$ cat config.mk
export PLATFORM = sky130hd
export DESIGN_NAME = pipe_stage_reg
export DESIGN_NICKNAME = d
export VERILOG_FILES = /design/src/rtl/pipe_stage_reg.sv
export SDC_FILE = /design/constraint.sdc
export NUM_CORES = 1
export LEC_CHECK = 0
export CORE_MARGIN = 8
export CORE_UTILIZATION = 30
export DETAILED_ROUTE_END_ITERATION = 8
export DONT_BUFFER_PORTS = 1
export GPL_ROUTABILITY_DRIVEN = 1
export SYNTH_ARGS = -nofsm -noshare
export SYNTH_HDL_FRONTEND = slang
export SYNTH_SLANG_ARGS = --single-unit
$ cat constraint.sdc
create_clock -name clk -period 2.12 [get_ports clk]
set_clock_uncertainty 0.05 [all_clocks]
set_input_delay 0.318 -clock clk [delete_from_list [all_inputs] [get_ports clk]]
set_output_delay 0.318 -clock clk [all_outputs]
set_load 0.005 [all_outputs]
$ cat src/rtl/pipe_stage_reg.sv
// Two-entry pipeline stage register (MAIN + SKID) between decode and execute.
// Handshake: a beat moves on a rising edge exactly when valid and ready are
// both high in that cycle. in_ready never looks at out_ready, so the upstream
// ready path is cut here. The SKID entry absorbs the one beat that can arrive
// while the downstream stalls. flush kills everything held and incoming.
// hazard only blocks capture; the head can still drain, which leaves a bubble.
module pipe_stage_reg #(
  parameter int DATA_W = 160,
  parameter int CTRL_W = 24,
  parameter int CNT_W  = 16
) (
  input  logic              clk,
  input  logic              rst,
  input  logic              in_valid,
  output logic              in_ready,
  input  logic [DATA_W-1:0] in_data,
  input  logic [CTRL_W-1:0] in_ctrl,
  input  logic [4:0]        in_rd,
  input  logic              hazard,
  input  logic              flush,
  output logic              out_valid,
  input  logic              out_ready,
  output logic [DATA_W-1:0] out_data,
  output logic [CTRL_W-1:0] out_ctrl,
  output logic [4:0]        out_rd,
  output logic [CNT_W-1:0]  bubble_cnt,
  output logic [CNT_W-1:0]  flush_cnt
);

  typedef enum logic [1:0] {
    ST_EMPTY = 2'd0,
    ST_ONE   = 2'd1,
    ST_TWO   = 2'd2
  } state_e;

  state_e             state_q, state_d;
  logic [DATA_W-1:0]  main_data_q, main_data_d;
  logic [CTRL_W-1:0]  main_ctrl_q, main_ctrl_d;
  logic [4:0]         main_rd_q, main_rd_d;
  logic [DATA_W-1:0]  skid_data_q, skid_data_d;
  logic [CTRL_W-1:0]  skid_ctrl_q, skid_ctrl_d;
  logic [4:0]         skid_rd_q, skid_rd_d;
  logic [CNT_W-1:0]   bubble_cnt_q, bubble_cnt_d;
  logic [CNT_W-1:0]   flush_cnt_q, flush_cnt_d;

  logic accept;
  logic pop;

  // Handshake decode and outputs; control and rd are masked to zero on a bubble.
  always_comb begin
    in_ready  = (state_q != ST_TWO) && !hazard && !flush;
    out_valid = (state_q != ST_EMPTY);
    accept    = in_valid && in_ready;
    pop       = out_valid && out_ready;
    out_data  = main_data_q;
    out_ctrl  = out_valid ? main_ctrl_q : '0;
    out_rd    = out_valid ? main_rd_q : 5'd0;
    bubble_cnt = bubble_cnt_q;
    flush_cnt  = flush_cnt_q;
  end

  // Next-state and entry movement; flush overrides every transition.
  always_comb begin
    state_d     = state_q;
    main_data_d = main_data_q;
    main_ctrl_d = main_ctrl_q;
    main_rd_d   = main_rd_q;
    skid_data_d = skid_data_q;
    skid_ctrl_d = skid_ctrl_q;
    skid_rd_d   = skid_rd_q;
    if (flush) begin
      state_d = ST_EMPTY;
    end else begin
      case (state_q)
        ST_EMPTY: begin
          if (accept) begin
            state_d     = ST_ONE;
            main_data_d = in_data;
            main_ctrl_d = in_ctrl;
            main_rd_d   = in_rd;
          end
        end
        ST_ONE: begin
          if (accept && pop) begin
            main_data_d = in_data;
            main_ctrl_d = in_ctrl;
            main_rd_d   = in_rd;
          end else if (accept) begin
            state_d     = ST_TWO;
            skid_data_d = in_data;
            skid_ctrl_d = in_ctrl;
            skid_rd_d   = in_rd;
          end else if (pop) begin
            state_d = ST_EMPTY;
          end
        end
        ST_TWO: begin
          if (pop) begin
            state_d     = ST_ONE;
            main_data_d = skid_data_q;
            main_ctrl_d = skid_ctrl_q;
            main_rd_d   = skid_rd_q;
          end
        end
        default: state_d = ST_EMPTY;
      endcase
    end
  end

  // Saturating performance counters; a flush only counts if it killed a beat.
  always_comb begin
    bubble_cnt_d = bubble_cnt_q;
    flush_cnt_d  = flush_cnt_q;
    if ((state_q == ST_EMPTY) && (bubble_cnt_q != '1)) begin
      bubble_cnt_d = bubble_cnt_q + CNT_W'(1);
    end
    if (flush && ((state_q != ST_EMPTY) || in_valid) && (flush_cnt_q != '1)) begin
      flush_cnt_d = flush_cnt_q + CNT_W'(1);
    end
  end

  // State register; reset beats every other input.
  always_ff @(posedge clk) begin
    if (rst) begin
      state_q      <= ST_EMPTY;
      main_data_q  <= '0;
      main_ctrl_q  <= '0;
      main_rd_q    <= '0;
      skid_data_q  <= '0;
      skid_ctrl_q  <= '0;
      skid_rd_q    <= '0;
      bubble_cnt_q <= '0;
      flush_cnt_q  <= '0;
    end else begin
      state_q      <= state_d;
      main_data_q  <= main_data_d;
      main_ctrl_q  <= main_ctrl_d;
      main_rd_q    <= main_rd_d;
      skid_data_q  <= skid_data_d;
      skid_ctrl_q  <= skid_ctrl_d;
      skid_rd_q    <= skid_rd_d;
      bubble_cnt_q <= bubble_cnt_d;
      flush_cnt_q  <= flush_cnt_d;
    end
  end

endmodule
# Word level (Yosys, flattened, before mapping)
# Index checks and enable logic that the tools add are counted.
[op_classes] bitwise_logic=2 multipliers=0 n_shift=0 n_mux=20 n_eq_ne=10 reduce_logical=18 n_addsub=2 n_lt_le_gt_ge=0 div_mod_pow=0
[ops] operator="two-way mux 160 bit" n=3
[ops] operator="one-hot mux 160 bit (3 select lines)" n=1
[ops] operator="two-way mux 24 bit" n=4
[ops] operator="one-hot mux 24 bit (3 select lines)" n=1
[ops] operator="adder 16 x 1 -> 16 bit (second input constant)" n=2
[ops] operator="inequality test 16 bit (second input constant)" n=2
[ops] operator="two-way mux 5 bit" n=4
[ops] operator="one-hot mux 5 bit (3 select lines)" n=1
[ops] operator="two-way mux 2 bit" n=5
[ops] operator="inequality test 2 bit (second input constant)" n=5
[ops] operator="logical AND 1 bit" n=8
[ops] operator="AND reduction 4 bit" n=2
[ops] operator="one-hot mux 2 bit (3 select lines)" n=1
[ops] operator="AND reduction 5 bit" n=1
[ops] operator="inequality test 3 bit (second input constant)" n=1
[ops] operator="nonzero test 3 bit" n=1
[ops] operator="equality test 2 x 1 -> 1 bit (second input constant)" n=1
[ops] operator="equality test 2 bit (second input constant)" n=1
[ops] operator="zero test 1 bit" n=2
[ops] operator="zero test 2 bit" n=1
[ops] operator="NOT 1 bit" n=2
[ops] operator="nonzero test 2 bit" n=1
[ops] operator="OR reduction 2 bit" n=1
[ops] operator="logical OR 1 bit" n=1
[word_totals] ram_bits=0 latch_bits=0 elab_cells=61 register_bits=412 rom_bits=0 output_inout_bits=223 mem_count=0 input_bits=195

# Longest topological paths before layout
[depth] ltp_word=7 ltp_mapped=8 ltp_nobuf=5

# Worst setup path before layout
# Ideal clock, no wire load.
[synth_path] path_kind="in2reg" startpoint="in hazard" endpoint="reg skid_data_q[149]" path_buffers=4 setup_time_ns=0.132 stages=8 required_time_ns=1.938 t_arrival_ns=1.707 slack_ns=0.231 path_cell_list="or3b_1 buf_2 or3_1 buf_2 buf_2 buf_2 nand2_1 a21oi_1"
[synth_between] elab_chain_cells=7
[synth_lines] element="start, declared" line="19" text="input logic hazard,"
[synth_lines] element="zero test 1 bit (*)" line="51" text="in_ready = (state_q != ST_TWO) && !hazard && !flush;"
[synth_lines] element="logical AND 1 bit (*) (2 in a row)" line="51"
[synth_lines] element="logical AND 1 bit (*)" line="53" text="accept = in_valid && in_ready;"
[synth_lines] element="logical AND 1 bit" line="84" text="if (accept && pop) begin"
[synth_lines] element="NOT 1 bit (no source line)"
[synth_lines] element="AND reduction 4 bit (no source line) (*)"
[synth_lines] element="end signal, assigned" line="139" text="skid_data_q <= skid_data_d;"
[synth_lines] element="end, declared" line="40" text="logic [DATA_W-1:0] skid_data_q, skid_data_d;"
# Every way passes the cells marked *; elsewhere a longest branch is shown, timed or not.
# A chain may end at the register's enable or synchronous reset.

# Final worst setup path
[layout_path] startpoint="reg state_q[1]" endpoint="out out_ctrl[2]"
[layout_between] elab_chain_cells=2
[layout_lines] element="start, declared" line="36" text="state_e state_q, state_d;"
[layout_lines] element="start signal, assigned" line="135" text="state_q <= state_d;"
[layout_lines] element="nonzero test 2 bit" line="52" text="out_valid = (state_q != ST_EMPTY);"
[layout_lines] element="two-way mux 24 bit" line="56" text="out_ctrl = out_valid ? main_ctrl_q : '0;"
[layout_lines] element="end, declared" line="24" text="output logic [CTRL_W-1:0] out_ctrl,"
# Every way passes these cells.

==> impl_metrics.toml <==
[status]
outcome = "finished, violations left"
violations_in_the_final_reports = "negative hold slack, max-slew violations"

[clock_tree]
clkTransAtPathRegs_ns = 0.06
clock_sink_count = 412
ctsRootBufferMaster = "sky130_fd_sc_hd__clkbuf_16"
htree_num_levels = 2
post_cts_buffers = 0
clock_tree.buffer_depth = 3
worst_skew_pair.late_latency_ns = 0.56
cts_tree = "built"
cts_hold_repair.buffers = 197
number_of_clock_buffers_inserted_by_tritoncts = 46

[drt]
routed_length_on_met3_mm = 4.24
route.detailed.wl_per_inst_um = 18.6
vias_per_cell = 5.25
drtIter0Drc = 1150
firstDrtPassIters = 5
wl_met2_mm = 25.6
route.layer.met1.wl_mm = 22.2
detail_route.wirelength_mm = 53.7
routed-via-count = 15100
drc_errors = 0
top_layer = "met4"
drtAntennaViolNets = 0

[pwr]
power.density_nw_per_um2 = 806
vdd_drop_max_mv = 0.847
cellLeakagePower_nw = 8.52
post-layout-total-power_mw = 17.7

[sta]
timing.final.hold_violations = 27
hold-worst-slack_ns = -0.217
max-slew-margin-rel_pct = -29.1
post-route-period-util_pct = 95.9
timing_worst_slew_pin_value_ns = 1.94
rsz0062_at_grt = "false"
timing.fmax_mhz = 492
finalSetupViolations = 0
final_min_period_ns = 2.03
report.final.slew_viol_count = 186
setup_slack_ns = 0.0875
final.setup.tns_ns = 0

[global_route]
grt_overflow = 0
grt_max_degree = 417
grt_usage_pct = 15.4
grt_pass1_wl_mm = 83.7
antenna_found_initial = 2
first_global_vias = 14400

[synth]
syn_avg_cell_area_um2 = 8.85
synth_cell_type_count = 45
yosysWarnings = 0
yosys-top-cells-count = "412 x sky130_fd_sc_hd__dfxtp_1, 402 x sky130_fd_sc_hd__a21oi_1, 389 x sky130_fd_sc_hd__nand2_1"
synth_top_flop_cell = "sky130_fd_sc_hd__dfxtp_1"
post_synthesis_register_bit_count = 412
async_flop_share_pct = 0
synth_enable_flop_cells = 0
sequential_cell_area_fraction_in_the_yosys_report_pct = 47.9
synth_top_cell_area_share_pct = 47.9
yosysMostFrequentCell = "sky130_fd_sc_hd__dfxtp_1"
syn_nets = 2143
netlist_area_um2 = 17200
netlist_instances = 1946
synth_top_area_cell = "sky130_fd_sc_hd__dfxtp_1"
leading_post_synthesis_cells_by_cell_area = "sky130_fd_sc_hd__dfxtp_1 48%, sky130_fd_sc_hd__a21oi_1 12%, sky130_fd_sc_hd__mux2i_1 11%"

[flow_run]
maxCapViolations = 0

[floorplanning]
floorplan.io_pins = 418
floorplan.rows = 88
core_region_area_um2 = 57300
floorplan.die.width_um = 256
floorplan.initialDensity_pct = 30.1
die_height_um = 256
fp.dieArea_um2 = 65300

[setup_path]
cp_data_arrival_time_ns = 1.66
worst_path_largest_cell_delay_ns = 0.42
cp_top_family = "flip-flops"
cp_cell_sequence = "nor2_2 -> inv_1 -> buf_12 -> and2_1"
timing.critical_path.from = "state_q[1]$_SDFFE_PP0P_"
category_of_the_worst_setup_path_launch_point = "register"
timing.critical_path.buf_inv = 2
max_fo_critical_path = 46
cp.required_ns = 1.75
crit_path_top_delay_cell = "sky130_fd_sc_hd__dfxtp_2"
reg2reg_depth = 7
r2r_start = "bubble_cnt[10]$_SDFFE_PP0P_"
critical_path_cell_count = 4
endpoint_kind = "output port"
criticalPathCategory = "register to output port"

[placed_design]
io_buffers = 0
dp_slack_ns = 0.105
routabilityCongestion = 0.861
hpwl_mm = 35.2

[cells_and_area]
multi_input_area_um2 = 8130
post_route_cells_drive_above_1_share_pct = 8.65
final_util_pct = 38.3
nNetsFinal = 2278
fillerInstances = 5643
register_cell_area_after_layout_um2 = 8250
area_delta_synth_final_pct = 27.4

[min_path]
timing.hold.worst_path_depth = 1
min-delay-path-class = "input pin to register"
hold_start = "rst"
final timing paths:
kind / slack [ns] / to
min: -0.22 / flush_cnt[9]$_SDFFE_PP0P_
min reg2reg: 0.40 / skid_data_q[140]$_SDFFE_PP0P_
max reg2reg: 0.10 / bubble_cnt[7]$_SDFFE_PP0P_
max: 0.09 / out_ctrl[2]
area by class of cell:
class / instances / area share [%]
antenna: 2 / 0.0228
clock buffer: 65 / 6.08
clock inverter: 18 / 1.15
inverter: 4 / 0.103
multi-input combinational: 1329 / 37.0
sequential: 412 / 37.6
tap: 765 / 4.36
timing repair buffer: 288 / 13.6
cells in the final DEF, fill, tap and decap left out, types with 12 or more instances in the layout:
| cell type | synthesis | layout |
|---|---|---|
| sky130_fd_sc_hd__a21oi_1 | 402 | 402 |
| sky130_fd_sc_hd__a311oi_1 | 190 | 190 |
| sky130_fd_sc_hd__buf_4 | 5 | 64 |
| sky130_fd_sc_hd__buf_12 | 0 | 27 |
| sky130_fd_sc_hd__dlygate4sd3_1 | 0 | 197 |
| sky130_fd_sc_hd__nand2_1 | 389 | 389 |
| sky130_fd_sc_hd__and2_1 | 29 | 29 |
| sky130_fd_sc_hd__mux2i_1 | 190 | 190 |
| sky130_fd_sc_hd__dfxtp_1 | 412 | 410 |
| sky130_fd_sc_hd__clkbuf_16 | 0 | 47 |
| sky130_fd_sc_hd__or4_1 | 12 | 12 |
| sky130_fd_sc_hd__nand4_1 | 16 | 16 |
through the flow:
| stage | cell area [um2] | cells |
|---|---|---|
| 2_1_floorplan | 17200 | 1946 |
| 3_3_place_gp | 18400 | 2601 |
| 3_5_place_dp | 18400 | 2601 |
| 4_1_cts | 21900 | 2881 |
| 5_1_grt | 21900 | 2883 |
| 6_report | 21900 | 2883 |
worst reg2reg max path, cell delays in order (launching register included):
cell and delay [ns]:
sky130_fd_sc_hd__dfxtp_1 0.45, sky130_fd_sc_hd__nand4_1 0.18, sky130_fd_sc_hd__buf_4 0.19, sky130_fd_sc_hd__nor3_1 0.18
sky130_fd_sc_hd__buf_4 0.17, sky130_fd_sc_hd__nor2_1 0.04, sky130_fd_sc_hd__nor3_1 0.14, sky130_fd_sc_hd__dlygate4sd3_1 0.56
repair_timing:
action,in CTS,in global routing
endpoints found under the hold margin,410,361
gates resized for setup,4,4
endpoints found under the setup margin,29,13
layer usage:
metal,vias to the layer above,GRT usage [%]
met2,512,25.0
met3,105,4.61
li1,7347,-
met1,7176,19.2
met4,0,5.70
met5,-,0
flip-flops by register name (all words and copies together) (netlist names):
register and flops:
flush_cnt 16, state_q 2, skid_ctrl_q 24, skid_data_q 160, skid_rd_q 5, out_data 160, main_rd_q 5, bubble_cnt 16
main_ctrl_q 24
cell families after synthesis:
logic type                 share of synthesized area (%)
AOI/OAI and AO/OA                                   22.7
adders and majority gates                          0.145
buffers and inverters                               5.07
DFF                                                 47.9
muxes                                               11.4
and+or+nand+nor                                     12.8
where the power goes:
part	leakage (nW)	total, mW	internal [mW]	switching, mW
combinational	4.39	1.20	0.611	0.593
clock	0.780	8.33	5.11	3.22
sequential	3.34	8.15	7.95	0.204
total	8.52	17.7	13.7	4.02
Note: power is estimated with default switching activity, not from simulation.
==> patch 1 (config.mk and constraints unchanged) <==
Change the parameter `CTRL_W` from 24 to 20.
--- a/src/rtl/pipe_stage_reg.sv
+++ b/src/rtl/pipe_stage_reg.sv
@@ -6,7 +6,7 @@
 // hazard only blocks capture; the head can still drain, which leaves a bubble.
 module pipe_stage_reg #(
   parameter int DATA_W = 160,
-  parameter int CTRL_W = 24,
+  parameter int CTRL_W = 20,
   parameter int CNT_W  = 16
 ) (
   input  logic              clk,
Ports: changed (resized in_ctrl and out_ctrl); port bits go from 418 to 410. The function was not compared with the original's and may differ.
==> patch 1 against the unedited design <==
The run ends with hold timing left. Die area down 1.3%. Sequential cell count decreased by 8. Worst setup slack got worse by 14 ps. Sequential share of layout area increased by 1.1 points. Cell area shrank 4.6%. Clock power decreased by 5.0%. Power shrank 3.9%. Synthesized area is 1.4% lower. Sequential power down 2%. Register-to-register slack improved by 20 ps. Routed wire length fell by 2.1%. Critical path depth up 1. Highest routed layer is now met5. First-iteration DRC count is 23% lower.
==> patch 1: results (changes against the unedited design) <==
IO Port Bufs 0 (unchanged); Filler cells 5571 (-1.3%); Net Count, Synth 2099 (-2.1%); post-detail-place hpwl 34000 um (-3.4%); via count 14600 (-3.3%); clock root buffer clkbuf_16; worst slack, placed 124 ps (+18.9 ps); post-synth top area cell dfxtp_1; Switching Fraction 23.3% (+0.61 points); worst slew pin tran 1040 ps (-898 ps); R2R setup slack 120 ps (+20 ps); Starting DRT DRC Count 883 (-23%); initial antenna violation count 4 (+2); vias in the first global route 13800 (-4.6%); Hold WS -222 ps (-4.92 ps); Final Hold Fails 110 (+310%); first-pass GRT wire length 79000 um (-5.7%); TritonCTS Buffers 44 (-4.3%); Final Util 37.3% (-1.0 points); status finished, violations left; H-tree Lvls 2 (unchanged); clk slew on worst S/H paths 60 ps (about the same); hold path depth 1 (unchanged); crit-path max FO 24 (-48%); HP Class in2reg; Reg-to-Reg End out_data[37]$_SDFFE_PP0P_; Clock Latency Late Sink 560 ps (about the same); RePlAce Congestion 0.796 (-7.5%); Post-synth ARST share 0% (unchanged); Crit path largest cell delay 360 ps (-60 ps); largest net degree at the start of global routing 410 (-1.7%); reg2reg path depth 5 (-2); WL per Instance 19.0 um (+1.8%); Yosys cell types 43 (-4.4%); largest cells by area after synthesis dfxtp_1 (48%), a21oi_1 (11%), mux2i_1 (11%), a311oi_1 (9.6%), nand2_1 (8.5%); Hold Path Sink out_data[150]$_SDFFE_PP0P_; Worst Hold Launch rst; Post-DP Area 0.0177 mm^2 (-3.5%); register area share after synthesis 47.6% (-0.27 points); share of layout cells above drive strength 1 7.81% (-0.84 points); Peak VDD IR 547 uV (-35%); Slowest cell on crit path dfxtp_2; gr usage total 15.0% (-0.37 points); violated checks hold timing; nets 2172 (-4.7%); Critical R2R Launch state_q[1]$_SDFFE_PP0P_; deepest clock path buffer count 3 (unchanged); synth warn 0 (unchanged); top post-synthesis cells by count dfxtp_1 (404), a21oi_1 (389), nand2_1 (383); Pre-antenna DRT Iters 5 (unchanged); Lkg Pwr 8.04 nW (-5.6%)
==> patch 1: changes by cell type after synthesis, moves of 6 or more <==
| cell | delta |
|---|---|
| a21oi_1 | -13 |
| nor2_1 | +6 |
| nand2_1 | -6 |
| buf_2 | -10 |
| buf_6 | +17 |
| dfxtp_1 | -8 |
| or3_1 | -6 |
==> patch 1: through the flow <==
step                instances  hold slack, ps
finish                   2772            -222
global route             2769            -250
CTS                      2761            -241
detailed placement       2520             359
global placement         2520             358
floorplan                1906             350
==> patch 1: worst max-delay path by stage <==
stage                                           from                      endpoint  depth (start not counted)  slack, ps
after global placement                        hazard  skid_data_q[70]$_SDFFE_PP0P_                          5        220
final                        state_q[1]$_SDFFE_PP0P_                   out_ctrl[6]                          5         70
after CTS                    state_q[1]$_SDFFE_PP0P_                   out_ctrl[5]                          5          2
after global routing      bubble_cnt[0]$_SDFFE_PP0P_    bubble_cnt[6]$_SDFFE_PP0P_                          6          1
after floorplan                               hazard  skid_data_q[10]$_SDFFE_PP0P_                          8        300
after detailed placement     state_q[1]$_SDFFE_PP0P_    out_data[101]$_SDFFE_PP0P_                          6        120
==> patch 1: kinds of logic after synthesis <==
group	Yosys count	share of synthesized area, %
adders and majority gates	2	0.147
xor gates and xnor gates	1	0.0516
and+or+nand+nor	492	12.3
DFF	404	47.6
AOI/OAI and AO/OA	610	22.6
muxes	195	11.6
buffers and inverters	202	5.64
==> patch 1: critical path, delay by kind of cell (launching register included) <==
family	cells	cell delay, ps
flip-flops	1	360
buffers and inverters	3	360
AND/OR/NAND/NOR	2	370
==> patch 1: power groups by stage <==
stage,Combinational (mW),Clock (mW),Sequential [mW]
5_1_grt,1.19,8.45,8.01
6_report,1.09,7.91,7.99
3_3_place_gp,0.741,0,8.16
2_1_floorplan,0.700,0,8.07
4_1_cts,1.07,8.14,7.99
3_5_place_dp,0.769,0,8.16
==> patch 1: metal layers <==
metal / part of all wire (%) / track usage (%)
met1: 39 / 17.5
met5: 0.015 / 0
met3: 9.3 / 5.40
met4: 3.8 / 6.05
met2: 47 / 24.9
==> patch 1: layout make-up <==
class	instances	area share (%)
diodes	5	0.0597
clock buffers	51	5.57
clock inverters	27	1.54
inverters	7	0.161
multi-input cells	1300	38.1
flip-flops and latches	404	38.7
well taps	756	4.52
repair buffers	222	11.4
==> patch 1: repair_timing <==
action / in CTS / in global routing
resized for setup: 9 / 7
cloned: 0 / 0
endpoints found under the hold margin: 394 / 333
endpoints found under the setup margin: 27 / 36
setup buffers: 1 / 0
pin swaps: 0 / 1
hold buffers: 162 / 6
==> patch 2 (config.mk and constraints unchanged) <==
Without the edit above. Take the reset off `main_data_q` and load it in a clocked block of its own.
--- a/src/rtl/pipe_stage_reg.sv
+++ b/src/rtl/pipe_stage_reg.sv
@@ -123,7 +123,6 @@
   always_ff @(posedge clk) begin
     if (rst) begin
       state_q      <= ST_EMPTY;
-      main_data_q  <= '0;
       main_ctrl_q  <= '0;
       main_rd_q    <= '0;
       skid_data_q  <= '0;
@@ -133,7 +132,6 @@
       flush_cnt_q  <= '0;
     end else begin
       state_q      <= state_d;
-      main_data_q  <= main_data_d;
       main_ctrl_q  <= main_ctrl_d;
       main_rd_q    <= main_rd_d;
       skid_data_q  <= skid_data_d;
@@ -144,4 +142,8 @@
     end
   end
 
+  always_ff @(posedge clk) begin
+    main_data_q <= main_data_d;
+  end
+
 endmodule
Check against the original RTL: not equivalent (Yosys sat finds a counterexample within 4 cycles, from zero or initial values and one cycle with rst high; the reset may be asserted at any time).
==> patch 2 against the unedited design <==
The run ends with hold timing left. Sequential cell count did not move. Synthesized area fell by 3.8%. Synthesized cell count decreased by 0.62%. Routed wire length is 8.0% lower. Maximum frequency up 1.4%. Power up 0.32%. Register-to-register slack better by 20 ps. Combinational power is 37% lower. Count of clock-buffer cells in the layout is 1 lower. Worst setup slack improved by 29 ps. Sequential share of layout area up 8.8 points. Cell area fell by 3.2%. Largest cell class unchanged.
==> patch 2: results (changes against the unedited design) <==
Peak VDD IR 562 uV (-34%); Crit path largest cell delay 550 ps (+130 ps); largest net degree at the start of global routing 257 (-38%); Yosys cell types 44 (-2.2%); violated checks hold timing; IO Port Bufs 0 (unchanged); Clock Latency Late Sink 570 ps; EDFF count, synth 160 (+160); crit-path max FO 7 (-85%); Post-DP Area 0.0176 mm^2 (-4.3%); via count 13900 (-8.1%); Final Hold Fails 154 (+470%); share of layout cells above drive strength 1 7.29% (-1.4 points); vias in the first global route 13500 (-6.7%); mux contribution to synthesized area 0.264% (-11 points); clock root buffer clkbuf_16; initial antenna violation count 6 (+4); Hold WS -193 ps (+23.9 ps); post-detail-place hpwl 31300 um (-11%); Post-synth ARST share 0% (unchanged); synth warn 0 (unchanged); dpl cells 2559 (-1.6%); DRT Wirelength 49400 um (-8.0%); register area share after synthesis 59.4% (+12 points); TritonCTS Buffers 46 (unchanged); Pre-antenna DRT Iters 5 (unchanged); Net Count, Synth 2131 (-0.56%); HP Class in2reg; antenna-violating nets left 0 (unchanged); Non-Filler Instances 2850 (-1.1%); Starting DRT DRC Count 883 (-23%); Post-Synth Adder-Cell Area 0.151% (+0.0057 points); nets 2299 (+0.92%); top post-synthesis cells by count nand2_1 (926), dfxtp_1 (252), a21oi_1 (240); worst slack, placed 106 ps (+0.349 ps); RePlAce Congestion 0.780 (-9.4%); deepest clock path buffer count 3 (unchanged); status finished, violations left; complex-gate fraction of the synthesized area 11.1% (-12 points); largest cells by area after synthesis dfxtp_1 (30%), edfxtp_1 (29%), nand2_1 (21%), a21oi_1 (7.2%), clkbuf_1 (2.2%); mapped cell area 0.0166 mm^2 (-3.8%); family with the most delay on the worst path buffers and inverters; setup ws final 116 ps (+28.9 ps); syn_area_per_cell 8.57 um^2 (-3.2%); Lkg Pwr 7.73 nW (-9.2%); first-pass GRT wire length 76700 um (-8.3%); Slowest cell on crit path dlygate4sd3_1; gr usage total 14.9% (-0.52 points); Top FF cell, synth dfxtp_1; Worst EP arrival 2400 ps (+740 ps); XOR/XNOR Fraction of Synth Area 0.159% (+0.16 points); slew margin rel. 60.0% (+89 points)
patch 2: cell types whose count changed in the layout (fill, tap and decap cells not counted), sizes merged, moves of 8 or more:
| cell | before | now |
|---|---|---|
| a211o | 0 | 29 |
| nand2 | 389 | 926 |
| nand4 | 16 | 8 |
| dfxtp | 412 | 252 |
| a21oi | 402 | 240 |
| o21ai | 11 | 43 |
| a311oi | 190 | 0 |
| edfxtp | 0 | 160 |
| buf | 91 | 57 |
| mux2i | 190 | 1 |
patch 2: stage by stage:
stage	util (%)	TNS, ps
floorplan	-	-246160
global placement	32.0	0
detailed placement	32.0	0
CTS	38.6	0
global route	38.7	0
finish	38.7	0
patch 2: repair_timing:
action,CTS,global route
resized for setup,2,2
hold buffers,195,2
buffers inserted,2,0
endpoints found under the hold margin,411,247
setup endpoints to repair,30,20
patch 2: cell families (layout without fill, tap and decap cells):
logic type,after synthesis,in the layout
and+or+nand+nor,1043,1043
DFF,412,412
AOI/OAI and AO/OA,333,333
buffers and inverters,137,343
muxes,4,4
xor gates and xnor gates,3,3
adders and majority gates,2,2
other,0,6
patch 2: worst paths after layout:
path | from | to | slack (ps) | cells past startpoint
max reg2reg | bubble_cnt[13]$_SDFFE_PP0P_ | bubble_cnt[8]$_SDFFE_PP0P_ | 120 | 5
max | bubble_cnt[13]$_SDFFE_PP0P_ | bubble_cnt[8]$_SDFFE_PP0P_ | 120 | 5
min | rst | bubble_cnt[11]$_SDFFE_PP0P_ | -190 | 1
min reg2reg | skid_data_q[134]$_SDFFE_PP0P_ | skid_data_q[134]$_SDFFE_PP0P_ | 400 | 2
patch 2: power by group:
part | switching [mW] | internal [mW]
combinational | 0.364 | 0.386
sequential | 0.0873 | 8.37
clock | 3.28 | 5.26
patch 2: routing by layer:
| layer | up-vias | share of wire, % | GRT usage, % |
|---|---|---|---|
| li1 | 6734 | - | - |
| met1 | 6593 | 41 | 18.4 |
| met2 | 510 | 49 | 24.9 |
| met3 | 79 | 7.8 | 4.23 |
| met4 | 0 | 2.6 | 4.66 |
| met5 | - | 0 | 0 |
patch 2: area by class of cell:
cell class | instances | area (um^2)
tap | 704 | 881
multi-input combinational | 1385 | 6240
timing repair buffer | 253 | 2590
clock inverter | 22 | 308
antenna | 6 | 15.0
clock buffer | 64 | 1330
fill | 5350 | 33600
sequential | 412 | 9850
inverter | 4 | 15.0
